### src/rtl/pc_pkg.sv
// Shared types and default constants for the fetch-stage PC unit.
package pc_pkg;

    typedef enum logic [1:0] {
        NPC_SEQ = 2'd0,
        NPC_BR  = 2'd1,
        NPC_J   = 2'd2,
        NPC_JR  = 2'd3
    } npc_op_t;

    typedef enum logic {
        FETCH = 1'b0,
        DROP  = 1'b1
    } pc_state_t;

    localparam logic [31:0] DEF_RESET_PC = 32'h0000_3000;
    localparam logic [31:0] DEF_EXC_PC   = 32'h0000_4180;
    localparam logic [31:0] DEF_ADDR_LO  = 32'h0000_3000;
    localparam logic [31:0] DEF_ADDR_HI  = 32'h0000_6FFC;

    localparam logic [4:0]  EXC_ADEL     = 5'd4;

endpackage

### src/rtl/npc_calc.sv
// Combinational next-PC target selection for SEQ / BR / J / JR requests from D.
module npc_calc
    import pc_pkg::*;
#(
    parameter int XLEN = 32
) (
    input  logic [1:0]      npc_op,
    input  logic            br_taken,
    input  logic [15:0]     imm16,
    input  logic [25:0]     addr26,
    input  logic [XLEN-1:0] pc_f,
    input  logic [XLEN-1:0] pc_d,
    input  logic [XLEN-1:0] ra,
    output logic [XLEN-1:0] npc
);

    logic [XLEN-1:0] seq_pc;
    logic [XLEN-1:0] br_off;

    assign seq_pc = pc_f + XLEN'(4);
    assign br_off = {{(XLEN-18){imm16[15]}}, imm16, 2'b00};

    always_comb begin
        npc = seq_pc;
        case (npc_op_t'(npc_op))
            NPC_SEQ: npc = seq_pc;
            NPC_BR:  npc = br_taken ? (pc_d + XLEN'(4) + br_off) : seq_pc;
            NPC_J:   npc = {pc_d[XLEN-1:28], addr26, 2'b00};
            NPC_JR:  npc = ra;
            default: npc = seq_pc;
        endcase
    end

endmodule

### src/rtl/pc_fetch_unit.sv
// Fetch PC register, imem valid/ack handshake and redirect capture (FETCH/DROP FSM).
// Optional fetch address check enabled by defining PC_ADDR_CHECK_EN.
module pc_fetch_unit
    import pc_pkg::*;
#(
    parameter int              XLEN     = 32,
    parameter logic [XLEN-1:0] RESET_PC = XLEN'(DEF_RESET_PC),
    parameter logic [XLEN-1:0] EXC_PC   = XLEN'(DEF_EXC_PC),
    parameter logic [XLEN-1:0] ADDR_LO  = XLEN'(DEF_ADDR_LO),
    parameter logic [XLEN-1:0] ADDR_HI  = XLEN'(DEF_ADDR_HI)
) (
    input  logic            clk,
    input  logic            reset,
    input  logic            stall_f,
    input  logic [1:0]      npc_op,
    input  logic            br_taken,
    input  logic [15:0]     imm16,
    input  logic [25:0]     addr26,
    input  logic [XLEN-1:0] pc_d,
    input  logic [XLEN-1:0] ra,
    input  logic            exc_req,
    input  logic            eret_req,
    input  logic [XLEN-1:0] epc,
    input  logic            fetch_ack,
    output logic [XLEN-1:0] pc_f,
    output logic            fetch_req,
    output logic            inst_valid_f,
    output logic            f_busy,
    output logic            adel_f
);

    pc_state_t       state, state_nx;
    logic [XLEN-1:0] pc_q, pc_nx;
    logic [XLEN-1:0] redir_q, redir_nx;
    logic [XLEN-1:0] npc;
    logic [XLEN-1:0] redir_tgt;
    logic            redir;
    logic            adel;
    logic            ack;

    npc_calc #(.XLEN(XLEN)) u_npc (
        .npc_op   (npc_op),
        .br_taken (br_taken),
        .imm16    (imm16),
        .addr26   (addr26),
        .pc_f     (pc_q),
        .pc_d     (pc_d),
        .ra       (ra),
        .npc      (npc)
    );

    assign redir     = exc_req | eret_req;
    assign redir_tgt = exc_req ? EXC_PC : epc;

`ifdef PC_ADDR_CHECK_EN
    assign adel = !reset && ((pc_q[1:0] != 2'b00) || (pc_q < ADDR_LO) || (pc_q > ADDR_HI));
`else
    assign adel = 1'b0;
`endif

    // A faulting address is never sent to imem, so it completes as if acked.
    assign ack = fetch_ack | adel;

    always_comb begin
        state_nx     = state;
        pc_nx        = pc_q;
        redir_nx     = redir_q;
        inst_valid_f = 1'b0;
        f_busy       = 1'b0;
        if (!reset) begin
            f_busy = !ack;
            case (state)
                FETCH: begin
                    if (redir) begin
                        if (ack) begin
                            pc_nx = redir_tgt;
                        end else begin
                            redir_nx = redir_tgt;
                            state_nx = DROP;
                        end
                    end else if (ack && !stall_f) begin
                        pc_nx        = npc;
                        inst_valid_f = !adel;
                    end
                end
                DROP: begin
                    // A newer CP0 request replaces the pending one; stall_f does not matter here.
                    if (redir) redir_nx = redir_tgt;
                    if (ack) begin
                        pc_nx    = redir ? redir_tgt : redir_q;
                        state_nx = FETCH;
                    end
                end
                default: state_nx = FETCH;
            endcase
        end
    end

    always_ff @(posedge clk) begin
        if (reset) begin
            pc_q    <= RESET_PC;
            state   <= FETCH;
            redir_q <= '0;
        end else begin
            pc_q    <= pc_nx;
            state   <= state_nx;
            redir_q <= redir_nx;
        end
    end

    assign pc_f      = pc_q;
    assign fetch_req = !reset && !adel;
    assign adel_f    = adel;

endmodule

### config.mk
export PLATFORM = sky130hd
export DESIGN_NAME = pc_fetch_unit
export DESIGN_NICKNAME = d
export VERILOG_FILES = /design/src/rtl/pc_pkg.sv /design/src/rtl/npc_calc.sv /design/src/rtl/pc_fetch_unit.sv
export SDC_FILE = /design/constraint.sdc
export NUM_CORES = 1
export LEC_CHECK = 0
export CAP_MARGIN = 20
export CORE_MARGIN = 5
export CORE_UTILIZATION = 51
export CTS_BUF_LIST = sky130_fd_sc_hd__clkbuf_4 sky130_fd_sc_hd__clkbuf_8
export DETAILED_ROUTE_END_ITERATION = 16
export GPL_ROUTABILITY_DRIVEN = 0
export MAX_ROUTING_LAYER = met4
export PLACE_DENSITY = 0.87
export SETUP_SLACK_MARGIN = 0.15
export SLEW_MARGIN = 30
export SYNTH_ARGS = -nofsm -noshare
export SYNTH_HDL_FRONTEND = slang
export SYNTH_HIERARCHICAL = 1
export SYNTH_SLANG_ARGS = --single-unit
### constraint.sdc
create_clock -name clk -period 4.3 [get_ports clk]
set_clock_uncertainty 0.05 [all_clocks]
set_input_delay 0.86 -clock clk [delete_from_list [all_inputs] [get_ports clk]]
set_output_delay 0.86 -clock clk [all_outputs]
set_load 0.02 [all_outputs]
## Yosys cells after proc, flatten, opt, wreduce, memory -nomap -nowiden

Cells that the tools add are included.

- $add $sub $neg: 3
- Equality and inequality tests: 8
- Reductions and logical operators: 7
- Muxes and demuxes: 20
- Bitwise gates (word level): 2

Operators with widths:

| operator | count |
|---|---|
| 2-to-1 mux 32 bit | 9 |
| one-hot mux 32 bit (2 select lines) | 2 |
| one-hot mux 32 bit (4 select lines) | 1 |
| adder 32 x 3 -> 32 bit, second input constant | 2 |
| adder 32 bit | 1 |
| 2-to-1 mux 1 bit | 7 |
| inequality test 2 bit, second input constant | 3 |
| inequality test 3 bit, second input constant | 2 |
| equality test 2 bit, second input constant | 2 |
| logical NOT 1 bit | 3 |
| AND reduction 3 bit | 1 |
| equality test 2 x 1 -> 1 bit, second input constant | 1 |
| logical NOT 2 bit | 1 |
| one-hot mux 1 bit (2 select lines) | 1 |
| AND reduction 2 bit | 1 |
| logical AND 1 bit | 1 |
| NOT 1 bit | 1 |
| bitwise OR 1 bit | 1 |

- Output and inout bits: 36
- Bits in registers: 65
- Logic and storage cells: 43

## Longest topological paths before layout

- Depth after elaboration: 7
- Gate-level depth with buffers: 17

## Cells and area by module

The synthesis kept the hierarchy.

Modules (own cells, without submodules):

| module | area each (µm²) | seq. area each (µm²) | cells each | times used |
|---|---|---|---|---|
| npc_calc | 3538.4 | 0.0 | 511 | 1 |
| pc_fetch_unit | 3168.0 | 1301.2 | 343 | 1 |

## Least setup slack after synthesis

OpenSTA, ideal clock, no wires.

- Path kind: input port to flip-flop
- Start point: input imm16[1]
- End point: register pc_q[27], in the netlist pc_f[27]
- Slack: 0.358 ns
- Cell stages on the path: 15
- Library setup time: 0.117 ns
- Path buffers: 0
- Required time: 4.133 ns
- Arrival: 3.775 ns
- Cell sequence: ha_1 > ha_1 > inv_1 > fa_1 > nor2b_1 > o211ai_1 > a31oi_1 > o21bai_1 > a211oi_2 > o221ai_2 > xnor2_1 > o31a_1 > nor2b_1 > a211o_1 > a32o_2

- Cells in the longest elaborated chain, start to end: 6

RTL lines:

| item | line | RTL |
|---|---|---|
| from (decl) | pc_fetch_unit.sv:17 | `input logic [15:0] imm16,` |
| adder 32 bit | npc_calc.sv:27 | `NPC_BR: npc = br_taken ? (pc_d + XLEN'(4) + br_off) : seq_pc;` |
| 2-to-1 mux 32 bit | npc_calc.sv:27 |  |
| one-hot mux 32 bit (4 select lines) | npc_calc.sv:25 | `case (npc_op_t'(npc_op))` |
| net npc[27] | pc_fetch_unit.sv:35 | `logic [XLEN-1:0] npc;` |
| 2-to-1 mux 32 bit | pc_fetch_unit.sv:81 | `end else if (ack && !stall_f) begin` |
| 2-to-1 mux 32 bit | pc_fetch_unit.sv:74 | `if (redir) begin` |
| one-hot mux 32 bit (2 select lines) | pc_fetch_unit.sv:72 | `case (state)` |
| to (signal assigned) | pc_fetch_unit.sv:105 | `pc_q <= pc_nx;` |
| to (decl) | pc_fetch_unit.sv:33 | `logic [XLEN-1:0] pc_q, pc_nx;` |

The timed path passes the listed nets, and every way through them passes these cells. The select of a mux whose other input is x is not followed.
A chain may end at the register's enable or synchronous reset.

## Worst setup path after layout

- Start point: input imm16[2]
- End point: register pc_q[27], in the netlist pc_f[27]

The elaborated chain is that of the path after synthesis.

==> impl.org <==
** Clocking
- Clock-pin slew was measured on the worst setup and hold paths at 70 ps.
- Root buffer selected by CTS :: sky130_fd_sc_hd__clkbuf_8
- Clock tree synthesis found a total of 65 sinks.
- The H-tree generated during clock tree synthesis spans 3 levels.
- Bufs on Longest Clock Path :: 2
- Clock latency on the worst-skew pair, taken at its later pin, is 350 ps.
- Clock tree from TritonCTS :: yes
- Post-cts hold buffer count :: 0
- Buffers inserted during clock tree synthesis total 9.

** Setup path
- Crit-path max FO :: 3
- The critical path is of the primary input to flip-flop type.
- Critical-path cell list :: clkdlybuf4s50_1, ha_1, inv_1, fa_2, nor2b_4, o211ai_1, a31oi_2, o21bai_2, a211oi_2, buf_4, o221ai_2, xnor2_1, o31a_1, nor2b_1, a211o_1, a32o_2
- Family of cells with the greatest summed delay on the critical path :: compound AO/OA/AOI/OAI gates
- Highest cell delay on the worst timing path :: 440 ps
- STA classifies the critical path endpoint as a flip-flop.
- Data on the critical path is required at its endpoint by 4490 ps.
- At the worst endpoint, the arrival time is 4360 ps.
- Among all stages on the critical path, the largest delay is contributed by sky130_fd_sc_hd__fa_2.
- Startpoint kind of the worst setup timing path :: primary input
- The number of buffers and inverters on the critical path is 3.

** STA
- Setup violations remaining at the end of the flow were counted as 0.
- The worst path uses 96.8% of the clock period.
- Hold Fails Final Rpt :: 0
- Slew of the pin with the lowest slew margin :: 870 ps
- Minimum period implied by the final worst setup slack :: 4160 ps
- In this run the tightest slew margin relative to its limit is 41.8%.
- The max-slew violation total from the final report was 0.
- After layout, the worst setup slack is 136 ps.
- Max Freq :: 240 MHz

** Die
- Horizontal die dimension :: 125 um
- The core region is 12800 sq um.
- The die is 125 um tall.
- Cell row count :: 41
- 183 I/O pins were placed.
- For this configuration, the core starts out at a cell density of 52.5%.
- The die covers 15500 sq um.

** Detailed routing
- After detailed routing, the average wire length per cell comes to 20.3 um.
- The detailed router finished its first iteration with 978 violations.
- Detailed routing inserted a total of 7957 vias.
- Router iterations before antenna repair :: 9
- Vias per cell :: 6.42
- Detail Route Antenna Nets :: 0
- Summed over all layers, the routed wires come to 25.2 mm.
- Number of remaining DRC errors :: 0

** Synthesis
- After synthesis, the cell types taking the most area are sky130_fd_sc_hd__dfxtp_1, sky130_fd_sc_hd__ha_1, sky130_fd_sc_hd__nand2b_1.
- Count of flip-flops with a built-in enable after synthesis :: 0
- Mean instance size in the synthesized netlist :: 7.85 sq um
- In this run, synthesis produced a sequential element count of 65.
- Sequential fraction of the synthesis area :: 19.4%
- Cell type with the highest aggregate area in the netlist :: sky130_fd_sc_hd__dfxtp_1
- Yosys mapped the design onto 63 distinct sky130hd cell types.
- Count of synthesis-stage warnings from yosys :: 6
- The cell area that synthesis handed to floorplanning was 6710 sq um.
- Counting every net in the synthesized netlist gives 1060.
- Cells after Synth :: 854
- Top flip-flop cell by instance count after synthesis :: sky130_fd_sc_hd__dfxtp_1
- Counting flops with an async set or reset pin after synthesis yields a share of 0%.
- In this run the biggest area consumer among cell types represents 19.4% of the synthesized area.

** Layout
- Final net count :: 1267
- Area occupied by multi-input gates :: 5220 sq um
- Final cell utilization of the core :: 74.7%
- Fill cell count :: 903
- Share of layout cells above drive strength 1 :: 15.8%
- Leaving out fill and tap cells, the most frequent cells in the layout are sky130_fd_sc_hd__clkdlybuf4s50_1, sky130_fd_sc_hd__buf_4, sky130_fd_sc_hd__nand2_1, sky130_fd_sc_hd__dfxtp_1, sky130_fd_sc_hd__a21oi_1.
- The library cell used most frequently in the layout, excluding fill and tap cells, is sky130_fd_sc_hd__clkdlybuf4s50_1.
- Area overhead of the layout relative to synthesis :: 42.2%
- Area of all sequential standard cells :: 1300 sq um

** GRT
- The layer flagged by global routing as most heavily used is met2.
- The initial antenna violation count was 0.
- First-pass GRT wire length :: 39.0 mm
- Congestion Overflow GR :: 0
- Met3 routing resource usage after global routing :: 6.39%
- Global-route track usage on met1 :: 37.3%
- The via count of the first global-routing pass was 7731.
- GR Util met2 :: 49.5%
- Entering global routing, the biggest net connects 68 pins.
- Global routing used 30.8% of the available tracks across all layers.

** Place
- Detailed placement HPWL :: 18.1 mm
- Port Buffers :: 181
- Minimum setup slack after placement :: -493 ps

** Hold path
- Worst min-delay path category :: flip-flop to flip-flop

** Pwr
- PwrDens :: 253 nW/um^2
- For this design the static power due to leakage is 3.96 nW.
- Peak ir drop on the vdd network :: 0.196 mV

** Outcome
- Result of the run :: finished, final reports clean

** Run
- Max-cap violations in this run came to 0.
-- path summary, 6_finish.rpt --
path                                 start                  endpoint  slack [ps]  depth (start not counted)
setup reg to reg      pc_f[9]$_SDFFE_PP0P_     pc_f[17]$_SDFFE_PP0P_         890                         11
setup / recovery                  imm16[2]     pc_f[27]$_SDFFE_PP0P_         140                         16
hold / removal    redir_q[23]$_SDFFE_PP0P_  redir_q[23]$_SDFFE_PP0P_         420                          2
hold reg to reg   redir_q[23]$_SDFFE_PP0P_  redir_q[23]$_SDFFE_PP0P_         420                          2
-- timing repair --
| action | in CTS | in global routing |
|---|---|---|
| setup endpoints to repair | 8 | 16 |
| pin swaps | 11 | 32 |
| resized for setup | 10 | 40 |
| buffers inserted | 4 | 3 |
-- registers in the layout, summed over array words and instances, names as in the netlist --
name	cells
pc_f	32
redir_q	32
state	1
-- cell usage after synthesis (5+ instances only) --
cell type	n
sky130_fd_sc_hd__ha_1	58
sky130_fd_sc_hd__o221ai_1	8
sky130_fd_sc_hd__nor2_1	42
sky130_fd_sc_hd__buf_1	7
sky130_fd_sc_hd__nand3_1	32
sky130_fd_sc_hd__mux4_2	9
sky130_fd_sc_hd__a31oi_1	12
sky130_fd_sc_hd__o21a_1	8
sky130_fd_sc_hd__clkbuf_1	40
sky130_fd_sc_hd__buf_2	10
sky130_fd_sc_hd__nor3_1	12
sky130_fd_sc_hd__nand2_1	64
sky130_fd_sc_hd__a22o_1	5
sky130_fd_sc_hd__nor2b_1	29
sky130_fd_sc_hd__a221oi_1	30
sky130_fd_sc_hd__nand4_1	14
sky130_fd_sc_hd__nand2b_1	51
sky130_fd_sc_hd__xor2_1	21
sky130_fd_sc_hd__a211o_1	22
sky130_fd_sc_hd__o21bai_1	7
sky130_fd_sc_hd__inv_1	43
sky130_fd_sc_hd__and3_1	9
sky130_fd_sc_hd__a32o_2	20
sky130_fd_sc_hd__a21o_1	9
sky130_fd_sc_hd__and2_1	5
sky130_fd_sc_hd__xnor2_1	31
sky130_fd_sc_hd__o21ai_0	52
sky130_fd_sc_hd__mux2i_1	18
sky130_fd_sc_hd__a21oi_1	59
sky130_fd_sc_hd__dfxtp_1	65
-- stage by stage --
| stage | instance area, sq um | total power, mW | cells | TNS, ps | hold WS [ps] |
|---|---|---|---|---|---|
| CTS | 9310 | 2.33 | 1235 | 0 | 422 |
| global placement | 8980 | 1.65 | 1215 | -2170 | 407 |
| floorplan | 6710 | 1.25 | 854 | 0 | 396 |
| finish | 9540 | 2.41 | 1239 | 0 | 424 |
| global route | 9540 | 2.52 | 1238 | -11.1 | 443 |
| detailed placement | 8980 | 1.67 | 1215 | -3850 | 414 |
-- logic make-up (layout without fill, tap and decap cells) --
logic type / Yosys count / count (layout) / synth area share, %
and+or+nand+nor: 270 / 270 / 20.8
buffers and inverters: 104 / 316 / 6.29
AOI/OAI and AO/OA: 272 / 272 / 29.2
other: 1 / 2 / 0.0559
muxes: 31 / 31 / 6.38
xor gates and xnor gates: 52 / 52 / 6.79
adders and majority gates: 59 / 59 / 11.1
DFF: 65 / 65 / 19.4
-- worst min-delay path: cells and delay by family (launching register included) --
kind | cells | cell delay [ps]
compound gates | 1 | 60
flops | 1 | 310
buf+inv | 1 | 50
-- power breakdown --
group	total, mW	switching [mW]	internal, mW
Sequential	0.680	0.0415	0.639
Combinational	1.08	0.532	0.545
Clock	0.654	0.251	0.403
Total	2.41	0.824	1.59
-- final cells by class --
| cell class | instances | area share [%] |
|---|---|---|
| diodes | 1 | 0.0262 |
| clock buffers | 10 | 1.44 |
| clock inverters | 6 | 1.21 |
| inverters | 44 | 1.73 |
| multi-input cells | 685 | 54.7 |
| flip-flops and latches | 65 | 13.7 |
| well taps | 172 | 2.26 |
| repair buffers | 256 | 25.0 |
-- routing by layer --
layer / vias up / part of all wire [%]
li1: 3586 / -
met1: 3629 / 37
met2: 604 / 46
met3: 138 / 11
met4: 0 / 5.6
met5: - / 0
Note: power is estimated with default switching activity, not from simulation.
